$ cat src/rtl/instr_fetch_unit.sv
// Fetch stage of the MIPS core: holds the PC, fetches one word per instruction over a
// req/ack port, presents it to the decoder until retirement, then steers the next PC.
module instr_fetch_unit #(
  parameter logic [31:0] RESET_PC = 32'h0000_0000
) (
  input  logic        clk,
  input  logic        nrst,
  output logic        imem_req,
  output logic [31:0] imem_addr,
  input  logic        imem_ack,
  input  logic [31:0] imem_rdata,
  output logic [31:0] instr,
  output logic [5:0]  opcode,
  output logic        instr_valid,
  output logic [31:0] pc,
  output logic [31:0] pc_plus4,
  input  logic        ex_done,
  input  logic        branch,
  input  logic        alu_zero,
  input  logic        mux_branch_jump,
  output logic [31:0] retired_cnt
);

  typedef enum logic [1:0] {
    ST_RST   = 2'd0,
    ST_FETCH = 2'd1,
    ST_EXEC  = 2'd2
  } state_e;

  state_e      state_q, state_d;
  logic [31:0] pc_q, pc_d;
  logic [31:0] instr_q, instr_d;
  logic        instr_valid_q, instr_valid_d;
  logic        imem_req_q, imem_req_d;
  logic [31:0] retired_cnt_q, retired_cnt_d;
  logic [31:0] pc_plus4_s;
  logic [31:0] next_pc_s;

  function automatic logic [31:0] jump_target(input logic [31:0] pc4, input logic [31:0] ins);
    jump_target = {pc4[31:28], ins[25:0], 2'b00};
  endfunction

  function automatic logic [31:0] branch_target(input logic [31:0] pc4, input logic [31:0] ins);
    branch_target = pc4 + {{14{ins[15]}}, ins[15:0], 2'b00};
  endfunction

  assign pc_plus4_s = pc_q + 32'd4;

  // Next-PC steering: jump beats a taken branch, which beats sequential flow
  always_comb begin
    next_pc_s = pc_plus4_s;
    if (!mux_branch_jump) begin
      next_pc_s = jump_target(pc_plus4_s, instr_q);
    end else if (branch && alu_zero) begin
      next_pc_s = branch_target(pc_plus4_s, instr_q);
    end else begin
      next_pc_s = pc_plus4_s;
    end
  end

  // State register
  always_ff @(posedge clk) begin
    if (!nrst) begin
      state_q <= ST_RST;
    end else begin
      state_q <= state_d;
    end
  end

  // Next-state logic
  always_comb begin
    state_d = state_q;
    case (state_q)
      ST_RST: begin
        state_d = ST_FETCH;
      end
      ST_FETCH: begin
        if (imem_ack) begin
          state_d = ST_EXEC;
        end else begin
          state_d = ST_FETCH;
        end
      end
      ST_EXEC: begin
        if (ex_done) begin
          state_d = ST_FETCH;
        end else begin
          state_d = ST_EXEC;
        end
      end
      default: begin
        state_d = ST_RST;
      end
    endcase
  end

  // Output and datapath next values; only the input matching the current state acts
  always_comb begin
    pc_d          = pc_q;
    instr_d       = instr_q;
    instr_valid_d = instr_valid_q;
    imem_req_d    = imem_req_q;
    retired_cnt_d = retired_cnt_q;
    case (state_q)
      ST_RST: begin
        imem_req_d    = 1'b1;
        instr_valid_d = 1'b0;
        instr_d       = 32'd0;
      end
      ST_FETCH: begin
        if (imem_ack) begin
          instr_d       = imem_rdata;
          instr_valid_d = 1'b1;
          imem_req_d    = 1'b0;
        end else begin
          imem_req_d    = 1'b1;
          instr_valid_d = 1'b0;
        end
      end
      ST_EXEC: begin
        if (ex_done) begin
          pc_d          = next_pc_s;
          retired_cnt_d = retired_cnt_q + 32'd1;
          instr_d       = 32'd0;
          instr_valid_d = 1'b0;
          imem_req_d    = 1'b1;
        end else begin
          instr_valid_d = 1'b1;
          imem_req_d    = 1'b0;
        end
      end
      default: begin
        instr_d       = 32'd0;
        instr_valid_d = 1'b0;
        imem_req_d    = 1'b0;
      end
    endcase
  end

  // Datapath registers; reset drops any outstanding request
  always_ff @(posedge clk) begin
    if (!nrst) begin
      pc_q          <= RESET_PC;
      instr_q       <= 32'd0;
      instr_valid_q <= 1'b0;
      imem_req_q    <= 1'b0;
      retired_cnt_q <= 32'd0;
    end else begin
      pc_q          <= pc_d;
      instr_q       <= instr_d;
      instr_valid_q <= instr_valid_d;
      imem_req_q    <= imem_req_d;
      retired_cnt_q <= retired_cnt_d;
    end
  end

  assign imem_req    = imem_req_q;
  assign imem_addr   = pc_q;
  assign instr       = instr_q;
  assign opcode      = instr_q[31:26];
  assign instr_valid = instr_valid_q;
  assign pc          = pc_q;
  assign pc_plus4    = pc_plus4_s;
  assign retired_cnt = retired_cnt_q;

endmodule

$ cat config.mk
export PLATFORM = sky130hd
export DESIGN_NAME = instr_fetch_unit
export DESIGN_NICKNAME = d
export VERILOG_FILES = /design/src/rtl/instr_fetch_unit.sv
export SDC_FILE = /design/constraint.sdc
export NUM_CORES = 1
export LEC_CHECK = 0
export ABC_AREA = 1
export CORE_MARGIN = 3
export CORE_UTILIZATION = 45
export DETAILED_ROUTE_END_ITERATION = 12
export PLACE_DENSITY = 0.78
export SLEW_MARGIN = 30
export SYNTH_ARGS = -nofsm -noshare
export SYNTH_HDL_FRONTEND = slang
export SYNTH_SLANG_ARGS = --single-unit
$ cat constraint.sdc
create_clock -name clk -period 2.5 [get_ports clk]
set_input_delay 0.5 -clock clk [delete_from_list [all_inputs] [get_ports clk]]
set_output_delay 0.5 -clock clk [all_outputs]
set_load 0.02 [all_outputs]
== Yosys cells after proc, flatten, opt, wreduce, memory -nomap -nowiden ==
Cells that the tools add are included.

* Bits of input ports: 39
* Logic and storage cells: 31
* Register bits: 100

* Mux-type cells: 14
* Equality and inequality tests: 4
* Reduce and logical (&&, ||, !) cells: 4
* $add $sub $neg: 3

{| class="wikitable"
|+ Operators with widths
! cell !! number
|-
| 32-bit two-way mux || 4
|-
| 32-bit one-hot mux with 2 select lines || 1
|-
| 32-bit by 1-bit adder with 32-bit output, second input constant || 1
|-
| 32-bit by 3-bit adder with 32-bit output, second input constant || 1
|-
| 32-bit adder || 1
|-
| 2-bit one-hot mux with 3 select lines || 1
|-
| 1-bit two-way mux || 4
|-
| 2-bit two-way mux || 2
|-
| 2-bit != test, second input constant || 2
|-
| 2-bit AND reduction || 2
|-
| 1-bit one-hot mux with 3 select lines || 1
|-
| 2-bit by 1-bit equality test with 1-bit output, second input constant || 1
|-
| 2-bit equality test, second input constant || 1
|-
| 2-bit logical NOT || 1
|-
| 1-bit one-hot mux with 2 select lines || 1
|-
| 1-bit logical AND || 1
|}

== Longest topological paths before layout ==
* Depth in word-level cells: 4
* Gate-level depth with buffers: 23
* Depth with buffers taken out: 23

== Least setup slack after synthesis ==
No wires, ideal clock.

* Path type: register to register
* Start point: reg pc_q[2], in the netlist imem_addr[2]
* End point: reg pc_q[29], in the netlist imem_addr[29]
* Setup time: 132 ps
* Clock period less this slack: 3127 ps
* Stages on the path, launching flop included: 21
* Slack: -627 ps
* Data required time: 2368 ps
* Arrival: 2995 ps
* Path buffers: 0
* Path through: dfxtp_1 ha_1 nand2_1 nor2_4 nand2_4 nor2_4 nand2_1 xor2_1 ha_1 nand2_1 inv_1 nand2_1 nand3_1 a21oi_1 nor2_1 nor2_1 nand2_1 nand2_1 nand3_1 nand2_1 a21oi_1

* Longest elaborated chain between the ends: 4

{| class="wikitable"
|+ Ends and longest elaborated chain
! what !! line !! source
|-
| from (decl) || 31 || <nowiki>logic [31:0] pc_q, pc_d;</nowiki>
|-
| from (signal assigned) || 149 || <nowiki>pc_q <= pc_d;</nowiki>
|-
| 32-bit by 3-bit adder with 32-bit output || 47 || <nowiki>assign pc_plus4_s = pc_q + 32'd4;</nowiki>
|-
| net pc_plus4[20] || 16 || <nowiki>output logic [31:0] pc_plus4,</nowiki>
|-
| 32-bit adder || 44 || <nowiki>branch_target = pc4 + {{14{ins[15]}}, ins[15:0], 2'b00};</nowiki>
|-
| 32-bit two-way mux || 54 || <nowiki>end else if (branch && alu_zero) begin</nowiki>
|-
| 32-bit two-way mux || 52 || <nowiki>if (!mux_branch_jump) begin</nowiki>
|}

The timed path passes the listed nets, and every way through them passes these cells.
A chain may end at the register's enable or synchronous reset.

== Worst setup path after layout ==
* Start point: reg pc_q[4], in the netlist imem_addr[4]
* End point: reg pc_q[24], in the netlist imem_addr[24]

* Longest elaborated chain between the ends: 4

{| class="wikitable"
|+ Ends and longest elaborated chain
! what !! line
|-
| 32-bit by 3-bit adder with 32-bit output * || 47
|-
| 32-bit adder || 44
|-
| 32-bit two-way mux * || 54
|-
| 32-bit two-way mux * || 52
|}

Mark *: on every way between the ends. The rest lies on a longest branch, timed or not.

==> run metrics <==
async set-reset flop share out of synthesis=0; CTS tree=yes; vias in the first global route=10039; RSZ-0062 raised after global routing=true; initial antenna violation count=0; Post-Route WL=approximately 35000 µm; Pint=approximately 0.0027 W; die height=~140 µm; worst-skew pair later-pin latency=0.34 ns; crit path cell chain=nand2_2 -> nor2_4 -> nand3_4 -> nor2_4 -> buf_12 -> xor2_4 -> ha_4 -> nand2_8 -> inv_4 -> a21oi_4 -> nor2_2 -> o21bai_1 -> nand3_1 -> nand2_1 -> nand3_2 -> nand2_2 -> a21oi_2; Tcrit/Tclk final=1.17; CTS H-tree depth=3; Starting Density=0.467; final layout net count=between 1500 and 2000; status=finished, violations left; CTS clk-pin slew, worst paths=0.07 ns; Area contributors post-synth=dfxtp_1 25%, nand2_1 18%, inv_1 7.6%; peak supply drop=roughly 330 µV; RD Place Congestion=around 0.95; clock share of power=0.369; Bufs and invs on worst path=2; sequential share of the synthesized area=0.246; Seq cells post-synth=just under 100; R2R Setup Slk=-0.41 ns; Distinct cells, synth=42; IO Pins=a little over 200; CP delay by family, top=simple AND/OR/NAND/NOR gates; Post-synth EDFFs=0; fmax=roughly 340 MHz; largest net degree at the start of global routing=53; max-cap violations=0; crit path max-delay cell type=dfxtp_4; measured slew at the worst slew-check pin=between 0.5 and 0.6 ns; worst stage delay on the critical path=approximately 0.38 ns; GRT overflow=0; CTS Buffer Depth=2; Slew Viols, Final=0; part of the power in combinational logic=0.206; area share of the largest cell type after synthesis=0.246; CTS Buf Count=9; P&R area growth vs syn=72.1%; fraction of layout cells with a size suffix above 1=0.367; DR pass1 iterations=6; first-pass GRT wire length=between 50000 and 60000 µm; DR iter-0 viols=~940; die width=about 140 µm; # hold bufs at CTS=0; element type at the critical path end=flop; min Tclk post-route=between 2 and 3 ns; sw power=~0.0011 W; vias after detailed routing=between 10000 and 15000; Startpoint Class=flop; critical path data required time=2.72 ns; worst setup margin=-0.413 ns; DRC Markers=0; Hold Violations, Final=0; Slew HR=0.630; clock tree root driver cell=clkbuf_16; Die Area=about 19000 µm²; hpwl dp=about 25000 µm; HP Start=instr[21]; Synth Area per Inst=between 5 and 6 µm²; Hold Path Sink=instr[21]; most frequent cell after synthesis=nand2_1; post-route core utilization=0.804; synth cell count leaders=382 x nand2_1, 160 x inv_1, 136 x nor2_1; Syn Inst Count=between 1000 and 1500; Hold/Removal Path Class=flop to flop; sequential share of power=0.426; Sw Ratio=0.289; post-synth top area cell=dfxtp_1; row cnt=47; pre-CTS setup slack=-0.600 ns; failing checks=negative setup slack; n_diodes=0; core area=about 17000 µm²; Via density=5.54; gr usage total=0.327; port bufs=200; R2R depth=17; crit path DAT=roughly 3.1 ns; WL/cell=between 15 and 20 µm; r2r startpoint=imem_addr[4]; leakage power figure=5.98 nW; Hold Crit Depth=2; ANT nets after route=0; Synth Warn #=0; critical-path maximum fanout=5; CTS Sinks=a little under 100; reg-to-reg endpoint=imem_addr[24]; fillcell total=1134; Post-Syn Area=a little under 8000 µm²; Setup Skew=around 0.013 ns; Synth Flop Type=dfxtp_1; WS Path Type=flop to flop; final setup fails=33; power density cells=~280 nW/µm²
power by group through the flow:
stage / combinational, W / clock, W / sequential (W)
after floorplan: 0.000316 / 0 / 0.00168
after global placement: 0.000672 / 0 / 0.00164
after detailed placement: 0.000683 / 0 / 0.00165
after CTS: 0.000717 / 0.00140 / 0.00161
after global routing: 0.000825 / 0.00147 / 0.00161
final: 0.000778 / 0.00140 / 0.00161
logic make-up (layout without fill, tap and decap cells):
kind of cell | after synthesis | after routing | synth area share
compound gates | 177 | 177 | 0.118
simple gates | 725 | 725 | 0.398
flops | 97 | 97 | 0.246
fa+ha+maj | 42 | 42 | 0.0676
other cells | 1 | 6 | 0.000475
xor+xnor | 31 | 31 | 0.0344
buf+inv | 242 | 602 | 0.135
layer usage:
metal	wire length, µm	vias up	share of wire	GRT usage
met1	13600	4975	0.39	0.399
li1	-	4893	-	-
met4	1260	0	0.036	0.124
met5	0	-	0	0
met3	3090	112	0.089	0.0829
met2	16800	542	0.48	0.556
through the flow:
| stage | area (µm²) | power [W] | hold WS (ns) | instances | setup TNS, ns |
|---|---|---|---|---|---|
| 3_3_place_gp | 11700 | 0.00232 | 0.464 | 1846 | -5.92 |
| 3_5_place_dp | 11700 | 0.00233 | 0.472 | 1846 | -7.58 |
| 4_1_cts | 12700 | 0.00372 | 0.479 | 1882 | -4.05 |
| 6_report | 13600 | 0.00379 | 0.484 | 1900 | -7.74 |
| 2_1_floorplan | 8460 | 0.00200 | 0.519 | 1320 | -2.57 |
| 5_1_grt | 13600 | 0.00391 | 0.501 | 1900 | -10.90 |
how the worst max path moves through the flow:
stage | from | to | depth (start not counted)
after floorplan | imem_addr[2] | imem_addr[29] | 18
after global placement | imem_addr[2] | imem_addr[21] | 18
after detailed placement | imem_addr[2] | imem_addr[21] | 19
after CTS | imem_addr[2] | imem_addr[18] | 18
after global routing | imem_addr[2] | imem_addr[24] | 17
final | imem_addr[4] | imem_addr[24] | 17
flip-flops by register name (all words and copies together) (netlist names):
signal,cells
state_q,2
retired_cnt,32
instr,32
imem_addr,30
instr_valid,1
final cells by class:
class / instances / area (µm²) / share of cell area
multi-input combinational: 981 / 6590 / 0.485
tap: 220 / 275 / 0.0203
timing repair buffer: 423 / 3790 / 0.279
inverter: 164 / 639 / 0.0471
clock buffer: 9 / 225 / 0.0166
sequential: 97 / 1990 / 0.146
clock inverter: 6 / 65.1 / 0.00479
what timing repair did:
item | in CTS | in global routing
cloned | 0 | 0
setup endpoints to repair | 51 | 47
resized for setup | 251 | 202
setup buffers | 21 | 19
pin swaps | 69 | 84
tightest hold or removal path: cells and delay by family, from the launching register on:
| kind | cells | cell delay [ns] |
|---|---|---|
| AOI/OAI and AO/OA | 1 | 0.05 |
| DFF | 1 | 0.32 |
| and+or+nand+nor | 1 | 0.06 |
cell usage in the layout (no fill, tap or decap), types with 5 or more instances in the layout:
master	count
xnor2_1	6
ha_4	28
o21ai_1	11
inv_2	29
dfxtp_1	76
inv_1	127
nor2_1	94
o211ai_1	7
o21ai_2	5
nor3_1	13
nand2_4	34
dfxtp_4	7
clkdlybuf4s50_1	172
a21oi_2	18
nand2_2	65
conb_1	6
or2_4	8
nor2_4	25
buf_6	27
ha_1	13
inv_4	6
a21oi_1	90
nand3_1	81
nand3_2	31
clkbuf_16	9
dfxtp_2	14
buf_12	7
nand4_1	22
nor3_2	8
nand2_1	287
o21ai_0	26
nand3_4	8
nor2_2	31
buf_4	204
a21oi_4	8
xor2_4	7
xor2_1	11
Power figures use the tool's default switching activity.
